<file path="config.mk">
export PLATFORM = sky130hd
export DESIGN_NAME = rv32i_instr_encoder_flat
export DESIGN_NICKNAME = d
export VERILOG_FILES = /design/src/rtl/rv32i_instr_encoder_if.sv /design/src/rtl/rv32i_instr_encoder.sv /design/src/flat_wrapper.sv
export SDC_FILE = /design/constraint.sdc
export NUM_CORES = 1
export LEC_CHECK = 0
export BUFFER_PORTS_ARGS = -buffer_cell sky130_fd_sc_hd__clkbuf_2
export CORE_MARGIN = 1
export CORE_UTILIZATION = 40
export CTS_BUF_LIST = sky130_fd_sc_hd__clkbuf_8
export DETAILED_ROUTE_END_ITERATION = 16
export PLACE_DENSITY = 0.77
export REMOVE_ABC_BUFFERS = 1
export SKIP_CTS_REPAIR_TIMING = 1
export SLEW_MARGIN = 20
export SYNTH_ARGS = -nofsm -noshare
export SYNTH_HDL_FRONTEND = slang
export SYNTH_SLANG_ARGS = --single-unit
export TNS_END_PERCENT = 100
</file>
<file path="constraint.sdc">
create_clock -name clk -period 5.1 [get_ports clk]
set_input_delay 0.765 -clock clk [delete_from_list [all_inputs] [get_ports clk]]
set_output_delay 0.765 -clock clk [all_outputs]
set_load 0.03 [all_outputs]
</file>
<file path="src/rtl/rv32i_instr_encoder_if.sv">
// rv32i_instr_encoder_if: field-bundle handshake, control, imem write bus and status of the encoder
interface rv32i_instr_encoder_if #(
   parameter int CNT_W = 7
);
   logic             start;
   logic             finish;
   logic             in_valid;
   logic             in_ready;
   logic [2:0]       in_class;
   logic [4:0]       in_rd;
   logic [4:0]       in_rs1;
   logic [4:0]       in_rs2;
   logic [2:0]       in_funct3;
   logic             in_funct7b5;
   logic [31:0]      in_imm;
   logic             imem_we;
   logic [31:0]      imem_addr;
   logic [31:0]      imem_wdata;
   logic [CNT_W-1:0] word_count;
   logic             busy;
   logic             done;
   logic             full;
   logic             err;
   modport master (
      output start, finish, in_valid, in_class, in_rd, in_rs1, in_rs2, in_funct3, in_funct7b5, in_imm,
      input  in_ready, imem_we, imem_addr, imem_wdata, word_count, busy, done, full, err
   );
   modport slave (
      input  start, finish, in_valid, in_class, in_rd, in_rs1, in_rs2, in_funct3, in_funct7b5, in_imm,
      output in_ready, imem_we, imem_addr, imem_wdata, word_count, busy, done, full, err
   );
endinterface

</file>
<file path="src/rtl/rv32i_instr_encoder.sv">
// rv32i_instr_encoder: packs decoded RV32I fields into words and writes them sequentially to imem
module rv32i_instr_encoder #(
   parameter logic [31:0] BASE_ADDR = 32'h0000_0000,
   parameter int          DEPTH     = 64,
   parameter int          CNT_W     = 7
) (
   input logic                  clk,
   input logic                  rst,
   rv32i_instr_encoder_if.slave bus
);
   typedef enum logic [1:0] {IDLE, RUN, DRAIN, DONE} state_e;
   state_e           state_q, state_d;
   logic             stage_vld_q, stage_vld_d;
   logic [31:0]      stage_word_q, stage_word_d;
   logic [31:0]      addr_q, addr_d;
   logic [CNT_W-1:0] cnt_q, cnt_d;
   logic             err_q, err_d;
   logic [31:0]      enc_word;
   logic             bad, shift, full, ready, accept, we;
   logic             unused_imm;
   logic [4:0]       rd, rs1, rs2;
   logic [2:0]       f3;
   logic [31:0]      imm;
   assign rd         = bus.in_rd;
   assign rs1        = bus.in_rs1;
   assign rs2        = bus.in_rs2;
   assign f3         = bus.in_funct3;
   assign imm        = bus.in_imm;
   assign unused_imm = ^imm[31:21];
   assign shift      = f3[1:0] == 2'b01;
   assign full       = cnt_q == CNT_W'(DEPTH);
   assign ready      = (state_q == RUN) && !full && !bus.finish;
   assign accept     = bus.in_valid && ready;
   // A staged word past DEPTH, or one caught by start/rst, is dropped rather than written
   assign we         = stage_vld_q && !full && !bus.start && !rst;
   assign bus.in_ready   = ready;
   assign bus.imem_we    = we;
   assign bus.imem_addr  = we ? addr_q : '0;
   assign bus.imem_wdata = we ? stage_word_q : '0;
   assign bus.word_count = cnt_q;
   assign bus.busy       = state_q == RUN;
   assign bus.done       = state_q == DONE;
   assign bus.full       = full;
   assign bus.err        = err_q;
   // Pack the incoming field bundle; flag illegal classes and odd branch/jump offsets
   always_comb begin
      enc_word = '0;
      bad      = 1'b0;
      case (bus.in_class)
         3'd0: enc_word = {bus.in_funct7b5 ? 7'b0100000 : 7'b0000000, rs2, rs1, f3, rd, 7'b0110011};
         3'd1: enc_word = {shift ? {1'b0, bus.in_funct7b5, 5'b0, imm[4:0]} : imm[11:0], rs1, f3, rd, 7'b0010011};
         3'd2: enc_word = {imm[11:0], rs1, f3, rd, 7'b0000011};
         3'd3: enc_word = {imm[11:5], rs2, rs1, f3, imm[4:0], 7'b0100011};
         3'd4: begin
            enc_word = {imm[12], imm[10:5], rs2, rs1, f3, imm[4:1], imm[11], 7'b1100011};
            bad      = imm[0];
         end
         3'd5: begin
            enc_word = {imm[20], imm[10:1], imm[11], imm[19:12], rd, 7'b1101111};
            bad      = imm[0];
         end
         default: bad = 1'b1;
      endcase
   end
   // Next state: write bookkeeping, staging, FSM sequencing; start overrides everything
   always_comb begin
      state_d      = state_q;
      stage_vld_d  = 1'b0;
      stage_word_d = stage_word_q;
      addr_d       = addr_q;
      cnt_d        = cnt_q;
      err_d        = err_q;
      if (we) begin
         addr_d = addr_q + 32'd4;
         cnt_d  = cnt_q + CNT_W'(1);
      end
      if (accept) begin
         if (bad) err_d = 1'b1;
         else begin
            stage_vld_d  = 1'b1;
            stage_word_d = enc_word;
         end
      end
      unique case (state_q)
         IDLE:  state_d = state_q;
         RUN:   if (bus.finish) state_d = stage_vld_q ? DRAIN : DONE;
         DRAIN: if (!stage_vld_q) state_d = DONE;
         DONE:  state_d = state_q;
      endcase
      if (bus.start) begin
         state_d     = RUN;
         stage_vld_d = 1'b0;
         addr_d      = BASE_ADDR;
         cnt_d       = '0;
         err_d       = 1'b0;
      end
   end
   // State registers
   always_ff @(posedge clk) begin
      if (rst) begin
         state_q      <= IDLE;
         stage_vld_q  <= 1'b0;
         stage_word_q <= '0;
         addr_q       <= BASE_ADDR;
         cnt_q        <= '0;
         err_q        <= 1'b0;
      end else begin
         state_q      <= state_d;
         stage_vld_q  <= stage_vld_d;
         stage_word_q <= stage_word_d;
         addr_q       <= addr_d;
         cnt_q        <= cnt_d;
         err_q        <= err_d;
      end
   end
endmodule

</file>
<file path="src/flat_wrapper.sv">
// flat-port wrapper written by rule: the top's interface ports become plain ports
module rv32i_instr_encoder_flat 
#(
   parameter logic [31:0] BASE_ADDR = 32'h0000_0000,
   parameter int          DEPTH     = 64,
   parameter int          CNT_W     = 7
)
  (clk, rst, bus_start, bus_finish, bus_in_valid, bus_in_class, bus_in_rd, bus_in_rs1, bus_in_rs2, bus_in_funct3, bus_in_funct7b5, bus_in_imm, bus_in_ready, bus_imem_we, bus_imem_addr, bus_imem_wdata, bus_word_count, bus_busy, bus_done, bus_full, bus_err);
  rv32i_instr_encoder_if #(.CNT_W(CNT_W)) bus_i ();
  input logic clk;
  input logic rst;
  input wire logic [$bits(bus_i.start)-1:0] bus_start;
  input wire logic [$bits(bus_i.finish)-1:0] bus_finish;
  input wire logic [$bits(bus_i.in_valid)-1:0] bus_in_valid;
  input wire logic [$bits(bus_i.in_class)-1:0] bus_in_class;
  input wire logic [$bits(bus_i.in_rd)-1:0] bus_in_rd;
  input wire logic [$bits(bus_i.in_rs1)-1:0] bus_in_rs1;
  input wire logic [$bits(bus_i.in_rs2)-1:0] bus_in_rs2;
  input wire logic [$bits(bus_i.in_funct3)-1:0] bus_in_funct3;
  input wire logic [$bits(bus_i.in_funct7b5)-1:0] bus_in_funct7b5;
  input wire logic [$bits(bus_i.in_imm)-1:0] bus_in_imm;
  output wire logic [$bits(bus_i.in_ready)-1:0] bus_in_ready;
  output wire logic [$bits(bus_i.imem_we)-1:0] bus_imem_we;
  output wire logic [$bits(bus_i.imem_addr)-1:0] bus_imem_addr;
  output wire logic [$bits(bus_i.imem_wdata)-1:0] bus_imem_wdata;
  output wire logic [$bits(bus_i.word_count)-1:0] bus_word_count;
  output wire logic [$bits(bus_i.busy)-1:0] bus_busy;
  output wire logic [$bits(bus_i.done)-1:0] bus_done;
  output wire logic [$bits(bus_i.full)-1:0] bus_full;
  output wire logic [$bits(bus_i.err)-1:0] bus_err;
  assign bus_i.start = bus_start;
  assign bus_i.finish = bus_finish;
  assign bus_i.in_valid = bus_in_valid;
  assign bus_i.in_class = bus_in_class;
  assign bus_i.in_rd = bus_in_rd;
  assign bus_i.in_rs1 = bus_in_rs1;
  assign bus_i.in_rs2 = bus_in_rs2;
  assign bus_i.in_funct3 = bus_in_funct3;
  assign bus_i.in_funct7b5 = bus_in_funct7b5;
  assign bus_i.in_imm = bus_in_imm;
  assign bus_in_ready = bus_i.in_ready;
  assign bus_imem_we = bus_i.imem_we;
  assign bus_imem_addr = bus_i.imem_addr;
  assign bus_imem_wdata = bus_i.imem_wdata;
  assign bus_word_count = bus_i.word_count;
  assign bus_busy = bus_i.busy;
  assign bus_done = bus_i.done;
  assign bus_full = bus_i.full;
  assign bus_err = bus_i.err;
  rv32i_instr_encoder #(.BASE_ADDR(BASE_ADDR), .DEPTH(DEPTH), .CNT_W(CNT_W)) u_core (.clk(clk), .rst(rst), .bus(bus_i));
endmodule
</file>
* Yosys cells after proc, flatten, opt, wreduce, memory -nomap -nowiden
Cells that the tools add are included.
Widths: inputs -> output; s select.
** Storage, ports and cells
- Flip-flop bits (word level) :: 75
- Output and inout port bits :: 77
- Logic and storage cells :: 60
** Cells by class
- $add $sub $neg :: 2
- Equal/unequal tests :: 15
- Multiplexer cells :: 12
- Bitwise gates (word level) :: 3
- Reduce and logical (&&, ||, !) cells :: 21
** Operators with widths (count)
- $pmux 32 s6 :: 1
- $mux 32 :: 2
- $add 32x3->32 const B :: 1
- $mux 12 :: 1
- $add 7x1->7 const B :: 1
- $eq 7x7->1 const B :: 1
- $eq 3x2->1 const B :: 2
- $eq 3x3->1 const B :: 2
- $logic_and 1x1->1 :: 6
- $mux 6 :: 1
- $ne 3x3->1 const B :: 2
- $reduce_and 3->1 :: 2
- $reduce_or 2->1 :: 3
- $eq 2x1->1 const B :: 2
- $eq 2x2->1 const B :: 2
- $logic_not 1->1 :: 4
- $mux 2 :: 2
- $ne 2x2->1 const B :: 2
- $pmux 2 s2 :: 1
- $reduce_and 2->1 :: 2
- $reduce_or 4->1 :: 1
- $eq 3x1->1 const B :: 1
- $logic_not 3->1 :: 1
- $mux 1 :: 3
- other kinds (5) :: 7

* Depth between registers and ports, before layout
Gate-level depths: netlist of run 1.
- Depth in word-level cells :: 7
- Depth in mapped cells :: 9

* Worst setup path before layout of run 1
No wires, ideal clock.
- Path kind :: register to output
- From :: reg u_core.cnt_q[0] (netlist: u_core.bus.word_count[0])
- To :: out bus_imem_wdata[1]
- Arrival time :: 2112 ps
- Data required time :: 4335 ps
- Path slack :: 2223 ps
- Cell stages (with the launch flop) :: 9
- Buffers on the path :: 2
- Cells stage by stage :: dfxtp_1 -> inv_1 -> ha_1 -> or2b_1 -> o211ai_4 -> inv_2 -> clkbuf_1 -> and2_1 -> buf_4
** Between the ends
- Word-level cells in the longest chain between the ends :: 6
** Ends and longest elaborated chain
- start: declaration :: line rv32i_instr_encoder.sv:16 : logic [CNT_W-1:0] cnt_q, cnt_d;
- start signal: assignment :: line rv32i_instr_encoder.sv:112 : cnt_q <= cnt_d;
- $eq 7x7->1 :: line rv32i_instr_encoder.sv:31 : assign full = cnt_q == CNT_W'(DEPTH);
- $logic_not 1->1 :: line rv32i_instr_encoder.sv:35 : assign we = stage_vld_q && !full && !bus.start && !rst;
- $logic_and 1x1->1 (3 in series) :: line rv32i_instr_encoder.sv:35
- $mux 32 :: line rv32i_instr_encoder.sv:39 : assign bus.imem_wdata = we ? stage_word_q : '0;
- end: declaration :: line flat_wrapper.sv:25 : output wire logic [$bits(bus_i.imem_wdata)-1:0] bus_imem_wdata;
No other way between the ends.

* Final worst setup path of run 1
- From :: reg u_core.cnt_q[0] (netlist: u_core.bus.word_count[0])
- To :: out bus_imem_addr[6]
** Between the ends
- Word-level cells in the longest chain between the ends :: 6
** Ends and longest elaborated chain
- $eq 7x7->1 :: line rv32i_instr_encoder.sv:31
- $logic_not 1->1 :: line rv32i_instr_encoder.sv:35
- $logic_and 1x1->1 (3 in series) :: line rv32i_instr_encoder.sv:35
- $mux 32 :: line rv32i_instr_encoder.sv:38 : assign bus.imem_addr = we ? addr_q : '0;
- end: declaration :: line flat_wrapper.sv:24 : output wire logic [$bits(bus_i.imem_addr)-1:0] bus_imem_addr;
No other way between the ends.

==> results_dict.tcl, run 1 <==
set metrics [dict create \
    cp.arrival_ns 2.83 \
    cts_buffers 9 \
    drive_gt1_share_pct 29.4 \
    cpLargestDelayFamily "buffers and inverters" \
    rows 36 \
    die_w_um 103 \
    via_per_inst 5.32 \
    maxCapViolations 0 \
    wire_per_inst_um 13.7 \
    gr-total-overflow 0 \
    cts_root_buffer "clkbuf_8" \
    coreArea_sq_um 9820 \
    synth_flop_cell "dfxtp_1" \
    track_usage_pct 19.5 \
    path_cells "inv_1, ha_1, or2b_1, o211ai_4, inv_2, nand2_1, inv_1, clkbuf_2" \
    worst_setup_path_start_kind "flip-flop" \
    rsz0062_at_grt "false" \
    r2r_start "u_core.bus.word_count[0]" \
    hold_class "flip-flop to flip-flop" \
    holdPathStages 2 \
    cp.required_ns 4.34 \
    cp-startpoint "u_core.bus.word_count[0]" \
    synth_area_leaders "dfxtp_1, and2_1, a21oi_1, nor2_1, nand2_1" \
    grt_start_max_net_pins 70 \
    insertion_delay_ns 0.34 \
    cts_tree "done" \
    diodes 0 \
    io_buffers 122 \
    p_leak_nw 1.94 \
    gp_congestion 0.791 \
    max-slew-margin-rel_pct 34.4 \
    clock_skew_ns 0.0108 \
    syn2layout_area_growth_pct 20.2 \
    min_period_ns 3.59 \
    crit_top_cell "inv_1" \
    finalSetupViolCount 0 \
    cp_slowest_cell "inv_2" \
    synth_common_cells "dfxtp_1, and2_1, nor2_1" \
    cts_sinks 71 \
    first_global_vias 3573 \
    avgSynthCellArea_sq_um 8.15 \
    cp-end-kind "output pin" \
    async_reset_ff_share_pct 0 \
    finalHoldViolCount 0 \
    place_area_sq_um 4680 \
    grt_pass1_wl_um 16300 \
    critical_path_buf_inv_count 4 \
    yosysTopAreaCell "dfxtp_1" \
    drtIter0Drc 71 \
    start_util_pct 41.6 \
    setup_tns_ns 0 \
    yosysWarnings 0 \
    ys_types 58 \
    crit_type "flip-flop to output pin" \
    drt_wl_total_um 10100 \
    hp-start "u_core.stage_word_q[5]" \
    dp_hpwl_um 7100 \
    multi_input_area_sq_um 2410 \
    postRouteAntennaNets 0 \
    yosysSeqAreaShare_pct 34.8 \
    antenna_found_initial 0 \
    power.density_nw_per_um2 250 \
    final_nets 665 \
    yosysMostFrequentCell "dfxtp_1" \
    drc_errors 0 \
    synth_edf_count 0 \
    htree_levels 3 \
    die_h_um 103 \
    dr.pass1.iters 4 \
    yosysTopAreaCellShare_pct 34.8 \
    netlist_area_sq_um 4090 \
    worstReg2RegEnd "u_core.stage_word_q[28]" \
    ys_ff_latch 71 \
    synthCells 501 \
    peakVddDrop_uv 156 \
    slowest_delay_ns 0.75 \
    rr_worst_depth 7 \
    design_area_sq_um 4910 \
    clk_path_buf_depth 2 \
    crit_path_max_fanout 69 \
    design.die.area_sq_um 10600 \
    path_clk_slew_ns 0.07 \
    dr_total_vias 3928 \
    pin_count 136 \
    nFillCells 974 \
    status "finished clean" \
    worst_slew_pin_slew_ns 0.983 \
    seq_area_sq_um 1420 \
    r2r_setup_slack_ns 2.37 \
    worstHoldEndpoint "u_core.stage_word_q[5]" \
    timing.fmax_ghz 0.278 \
    period_share_pct 70.4 \
    slew_violations 0 \
]
==> worst max path at each step <==
| stage | end | slack (ns) | cells after the start |
|---|---|---|---|
| finish | bus_imem_addr[6] | 1.51 | 8 |
| global route | bus_imem_addr[6] | 1.24 | 8 |
| CTS | bus_imem_addr[6] | 1.46 | 8 |
| detailed placement | bus_imem_addr[6] | 1.51 | 7 |
| global placement | bus_imem_addr[6] | 1.61 | 7 |
| floorplan | bus_imem_wdata[0] | 1.97 | 6 |
==> worst min-delay path, delay by kind of cell, from the launching register on <==
kind               cells  cell delay, ns
and+or+nand+nor        1            0.05
AOI/OAI and AO/OA      1            0.05
DFF                    1            0.31
==> stage by stage <==
step	power [W]	worst slack, ns	std cells	hold WS [ns]	utilization (%)
final	0.00123	1.51	738	0.453	50.0
after global routing	0.00128	1.24	738	0.476	50.0
after CTS	0.00124	1.46	738	0.459	50.0
after detailed placement	0.000700	1.51	722	0.448	47.6
after global placement	0.000695	1.61	722	0.438	47.6
after floorplan	0.000648	1.97	464	0.421	-
==> cells in the final DEF, fill, tap and decap left out, types with 11 or more instances in the layout <==
cell	instances
inv_1	11
a21oi_1	47
clkbuf_2	122
o21ai_0	11
nor2b_1	11
xnor2_1	14
dfxtp_1	71
nor2_1	57
nand3_1	16
or3_1	11
nand2_1	37
and2_1	59
==> cells by family (layout without fill, tap and decap cells) <==
group / count (synthesis) / after routing / share of synthesized area [%]
buf+inv: 49 / 152 / 6.28
compound gates: 114 / 114 / 20.0
fa+ha+maj: 6 / 6 / 1.84
simple gates: 235 / 235 / 31.5
other cells: 1 / 2 / 0.0918
mux: 3 / 3 / 0.766
xor+xnor: 22 / 22 / 4.72
flops: 71 / 71 / 34.8
==> state kept, by name, indices dropped and copies added (netlist names) <==
name	count
u_core.addr_q	30
u_core.bus.err	1
u_core.bus.word_count	7
u_core.stage_vld_q	1
u_core.stage_word_q	30
u_core.state_q	2
==> final cells by class <==
class / instances / share of cell area (%)
multi-input combinational: 382 / 49.1
sequential: 71 / 28.9
timing repair buffer: 125 / 12.9
tap: 133 / 3.39
clock buffer: 9 / 2.52
clock inverter: 7 / 2.29
inverter: 11 / 0.841
==> layer usage <==
layer	up-vias	routed length, um	GRT usage [%]
li1	1921	-	-
met1	1851	4480	22.1
met2	146	4820	34.8
met3	10	779	6.92
met4	0	70	4.88
met5	-	0	0
==> where the power goes <==
part / internal [W] / switching, W
logic: 0.0000451 / 0.0000740
registers: 0.000563 / 0.00000542
clock network: 0.000323 / 0.000219
No activity file was read; power rests on OpenSTA's default activity.
==> inputs of run 2 (changes only) <==
- clock period: 5.1 -> 3.6 ns (I/O delays scaled with it)
==> results_dict.tcl, run 2 (synthesis gave the netlist of run 1 again) <==
set metrics [dict create \
    clk_path_buf_depth 2 \
    coreArea_sq_um 9820 \
    slew_violations 0 \
    clock_skew_ns 0.0133 \
    crit_type "flip-flop to output pin" \
    period_share_pct 90.7 \
    dr.pass1.iters 4 \
    postRouteAntennaNets 0 \
    dr_total_vias 3923 \
    start_util_pct 41.6 \
    pin_count 136 \
    min_period_ns 3.27 \
    cts_tree "done" \
    drtIter0Drc 123 \
    cp.arrival_ns 2.73 \
    grt_start_max_net_pins 61 \
    cts_sinks 71 \
    gr-total-overflow 0 \
    final_nets 669 \
    via_per_inst 5.29 \
    fin_ws_ns 0.334 \
    cp.required_ns 3.06 \
    path_clk_slew_ns 0.07 \
    worst_setup_path_start_kind "flip-flop" \
    drc_errors 0 \
    worst_slew_pin_slew_ns 0.863 \
    p_leak_nw 1.98 \
    grt_pass1_wl_um 16500 \
    die_w_um 103 \
    timing.fmax_ghz 0.306 \
    gp_congestion 0.799 \
    maxCapViolations 0 \
    place_area_sq_um 4710 \
    wire_per_inst_um 13.7 \
    setup_tns_ns 0 \
    peakVddDrop_uv 279 \
    crit_path_max_fanout 60 \
    mostFrequentLayoutCells "clkbuf_2, dfxtp_1, and2_1, nor2_1, a21oi_1" \
    status "finished clean" \
    antenna_found_initial 0 \
    hold_class "input port to flip-flop" \
    drt_wl_total_um 10200 \
    design_area_sq_um 4980 \
    power.density_nw_per_um2 368 \
    die_h_um 103 \
    finalHoldViolCount 0 \
    place_ws_ns 0.619 \
    cts_buffers 9 \
    insertion_delay_ns 0.34 \
    htree_levels 3 \
    holdWs_ns 0.420 \
    max-slew-margin-rel_pct 42.3 \
    cts_root_buffer "clkbuf_8" \
    rsz0062_at_grt "false" \
    final_common_cell "clkbuf_2" \
    first_global_vias 3499 \
    track_usage_pct 19.8 \
    rows 36 \
    finalSetupViolCount 0 \
    syn2layout_area_growth_pct 21.8 \
    dp_hpwl_um 7160 \
    diodes 0 \
    design.die.area_sq_um 10600 \
    io_buffers 122 \
    cp-end-kind "output pin" \
    drive_gt1_share_pct 29.9 \
]
[run 2: changes by cell type in the layout (fill, tap and decap cells not counted), sizes merged]
cell | previous run | this run
buf | 3 | 7
clkbuf | 131 | 132
clkinv | 3 | 1
bufinv | 3 | 4
[run 2: worst paths after layout]
kind	startpoint	end	slack, ns	cells after the start
setup / recovery	u_core.bus.word_count[0]	bus_imem_addr[6]	0.33	8
hold / removal	bus_in_imm[7]	u_core.stage_word_q[27]	0.42	2
setup reg to reg	u_core.bus.word_count[0]	u_core.addr_q[5]	1.04	9
hold reg to reg	u_core.stage_word_q[3]	u_core.stage_word_q[3]	0.45	2
[run 2: layer usage]
| layer | GRT usage, % | wire [um] | share of wire, % |
|---|---|---|---|
| met5 | 0 | 0 | 0 |
| met4 | 4.55 | 91 | 0.90 |
| met3 | 6.78 | 828 | 8.1 |
| met2 | 34.2 | 4750 | 47 |
| met1 | 23.6 | 4490 | 44 |
[run 2: area by class of cell]
cell class / instances / area, sq um
Clock buffer: 10 / 138
Timing Repair Buffer: 129 / 663
Tap cell: 133 / 166
Clock inverter: 6 / 133
Inverter: 11 / 41.3
Fill cell: 941 / 4840
Multi-Input combinational cell: 382 / 2410
Sequential cell: 71 / 1420
[run 2: critical path, stage by stage (launching register included)]
cell and delay (ns):
dfxtp_1 0.45, inv_1 0.07, ha_1 0.19, or2b_1 0.30
o211ai_4 0.16, inv_2 0.66, nand2_1 0.23, inv_1 0.12
clkbuf_2 0.21
[run 2: stage by stage]
step | instances | total power, W | utilization, %
2_1_floorplan | 464 | 0.000918 | -
3_3_place_gp | 726 | 0.000985 | 47.9
3_5_place_dp | 726 | 0.000993 | 47.9
4_1_cts | 742 | 0.00185 | 50.7
5_1_grt | 742 | 0.00191 | 50.7
6_report | 742 | 0.00183 | 50.7
[run 2: where the power goes]
| group | internal, W | switching [W] |
|---|---|---|
| clock | 0.000549 | 0.000309 |
| combinational | 0.0000645 | 0.000106 |
| sequential | 0.000797 | 0.00000756 |
| total | 0.00141 | 0.000422 |
==> inputs of run 3 (changes only) <==
- ABC_AREA: default -> 1
- PLACE_DENSITY: 0.77 -> 0.76
==> results_dict.tcl, run 3 <==
set metrics [dict create \
    status "finished clean" \
    dp_hpwl_um 7660 \
    diodes 0 \
    finalSetupViolCount 0 \
    yosysWarnings 0 \
    design.die.area_sq_um 11100 \
    final_common_cell "nand2_1" \
    via_per_inst 4.73 \
    coreArea_sq_um 10300 \
    p_leak_nw 2.17 \
    place_ws_ns 0.899 \
    cts_tree "done" \
    grt_start_max_net_pins 85 \
    cp.required_ns 3.06 \
    ys_types 37 \
    crit_path_max_fanout 84 \
    hold_class "flip-flop to flip-flop" \
    swShare_pct 24.4 \
    synth_edf_count 0 \
    gr-total-overflow 0 \
    finalHoldViolCount 0 \
    htree_levels 3 \
    path_clk_slew_ns 0.08 \
    track_usage_pct 19.8 \
    io_buffers 122 \
    ys_ff_latch 71 \
    timing.fmax_ghz 0.328 \
    final_nets 877 \
    first_global_vias 4118 \
    synthCells 703 \
    wire_per_inst_um 11.0 \
    power.density_nw_per_um2 319 \
    rsz0062_at_grt "false" \
    drive_gt1_share_pct 19.5 \
    cts_buffers 9 \
    yosysSeqAreaShare_pct 33.3 \
    max-slew-margin-rel_pct 36.5 \
    cp.arrival_ns 2.51 \
    synth_flop_cell "dfxtp_1" \
    grt_pass1_wl_um 18100 \
    yosysTopAreaCellShare_pct 33.3 \
    synth_common_cells "nand2_1, nor2_1, inv_1" \
    peakVddDrop_uv 170 \
    mostFrequentLayoutCells "nand2_1, nor2_1, clkbuf_2, inv_1, dfxtp_1" \
    netlist_area_sq_um 4270 \
    power.internal_w 0.00123 \
    cts_sinks 71 \
    fin_ws_ns 0.551 \
    drc_errors 0 \
    antenna_found_initial 0 \
    avgSynthCellArea_sq_um 6.08 \
    clock_skew_ns 0.00827 \
    combPwrFrac_pct 9.0 \
    worst_setup_path_start_kind "flip-flop" \
    die_w_um 105 \
    dr.pass1.iters 5 \
    period_share_pct 84.7 \
    insertion_delay_ns 0.35 \
    dr_total_vias 4509 \
    multi_input_area_sq_um 2280 \
    rows 37 \
    slew_violations 0 \
    maxCapViolations 0 \
    postRouteAntennaNets 0 \
    crit_type "flip-flop to output pin" \
    clk_path_buf_depth 2 \
    nFillCells 1108 \
    syn2layout_area_growth_pct 19.5 \
    async_reset_ff_share_pct 0 \
    pin_count 136 \
    cts_root_buffer "clkbuf_8" \
    drt_wl_total_um 10500 \
    cp-end-kind "output pin" \
    pwr-share-clk_pct 41.7 \
    yosysMostFrequentCell "nand2_1" \
    start_util_pct 41.4 \
    seq_area_sq_um 1420 \
    yosysTopAreaCell "dfxtp_1" \
    power_frac_seq_pct 49.4 \
    gp_congestion 0.912 \
    worst_slew_pin_slew_ns 0.951 \
    min_period_ns 3.05 \
    die_h_um 105 \
    switchingPower_w 0.000397 \
    synth_area_leaders "dfxtp_1, nand2_1, nor2_1, inv_1, a21oi_1" \
    drtIter0Drc 176 \
    setup_tns_ns 0 \
]
-- run 3: cell types whose count changed in the layout (fill, tap and decap cells not counted), sizes merged, moves of 13 or more --
cell	previous run	this run
nand3	16	36
and2	59	1
nand2	40	169
inv	12	107
o21ai	14	33
a21oi	54	38
nor2	59	171
xnor2	14	1
-- run 3: path summary, 6_finish.rpt --
| check | start | endpoint | slack, ns | depth (start not counted) |
|---|---|---|---|---|
| max | u_core.bus.word_count[0] | bus_imem_wdata[2] | 0.55 | 8 |
| min | u_core.stage_word_q[3] | u_core.stage_word_q[3] | 0.46 | 2 |
| max reg2reg | u_core.bus.word_count[0] | u_core.addr_q[24] | 1.26 | 10 |
| min reg2reg | u_core.stage_word_q[3] | u_core.stage_word_q[3] | 0.46 | 2 |
-- run 3: metrics by stage --
| step | util (%) | area [sq um] | hold slack [ns] | total power [W] | instances |
|---|---|---|---|---|---|
| final | 49.5 | 5110 | 0.458 | 0.00163 | 953 |
| after global routing | 49.5 | 5110 | 0.484 | 0.00171 | 953 |
| after CTS | 49.5 | 5110 | 0.463 | 0.00165 | 953 |
| after detailed placement | 47.5 | 4900 | 0.449 | 0.000969 | 937 |
| after global placement | 47.5 | 4900 | 0.444 | 0.000968 | 937 |
| after floorplan | - | 4100 | 0.430 | 0.000910 | 676 |
-- run 3: worst max-delay path: stages, from the launching register on --
cell and delay, ns:
dfxtp_1 0.36, inv_1 0.11, ha_1 0.17, inv_1 0.04, nor2_1 0.15, nand3_4 0.18
nand2_4 0.75, nor2_1 0.15, clkbuf_2 0.23
-- run 3: kinds of logic (layout without fill, tap and decap cells) --
kind of cell	Yosys count	after routing	share of synthesized area [%]
xor+xnor	5	5	1.02
simple gates	413	413	41.6
other cells	1	2	0.0877
compound gates	74	74	8.81
fa+ha+maj	6	6	1.76
flops	71	71	33.3
buf+inv	133	246	13.4
-- run 3: area by class of cell --
type                    instances  share of cell area (%)
flip-flops and latches         71                    27.8
clock inverters                 7                    1.59
repair buffers                125                    12.4
multi-input cells             500                    44.7
well taps                     136                    3.33
inverters                     105                    7.74
clock buffers                   9                    2.43
-- run 3: routing by layer --
layer / up-vias / wire (um) / global-route usage, %
li1: 2382 / - / -
met1: 1989 / 4900 / 24.0
met2: 128 / 4790 / 34.5
met3: 10 / 634 / 4.89
met4: 0 / 131 / 6.04
met5: - / 0 / 0
-- run 3: power by group through the flow --
stage / logic [W] / registers [W] / clock network [W]
final: 0.000146 / 0.000804 / 0.000679
after global routing: 0.000168 / 0.000805 / 0.000733
after CTS: 0.000147 / 0.000804 / 0.000700
after detailed placement: 0.000147 / 0.000822 / 0
after global placement: 0.000146 / 0.000822 / 0
after floorplan: 0.0000889 / 0.000821 / 0
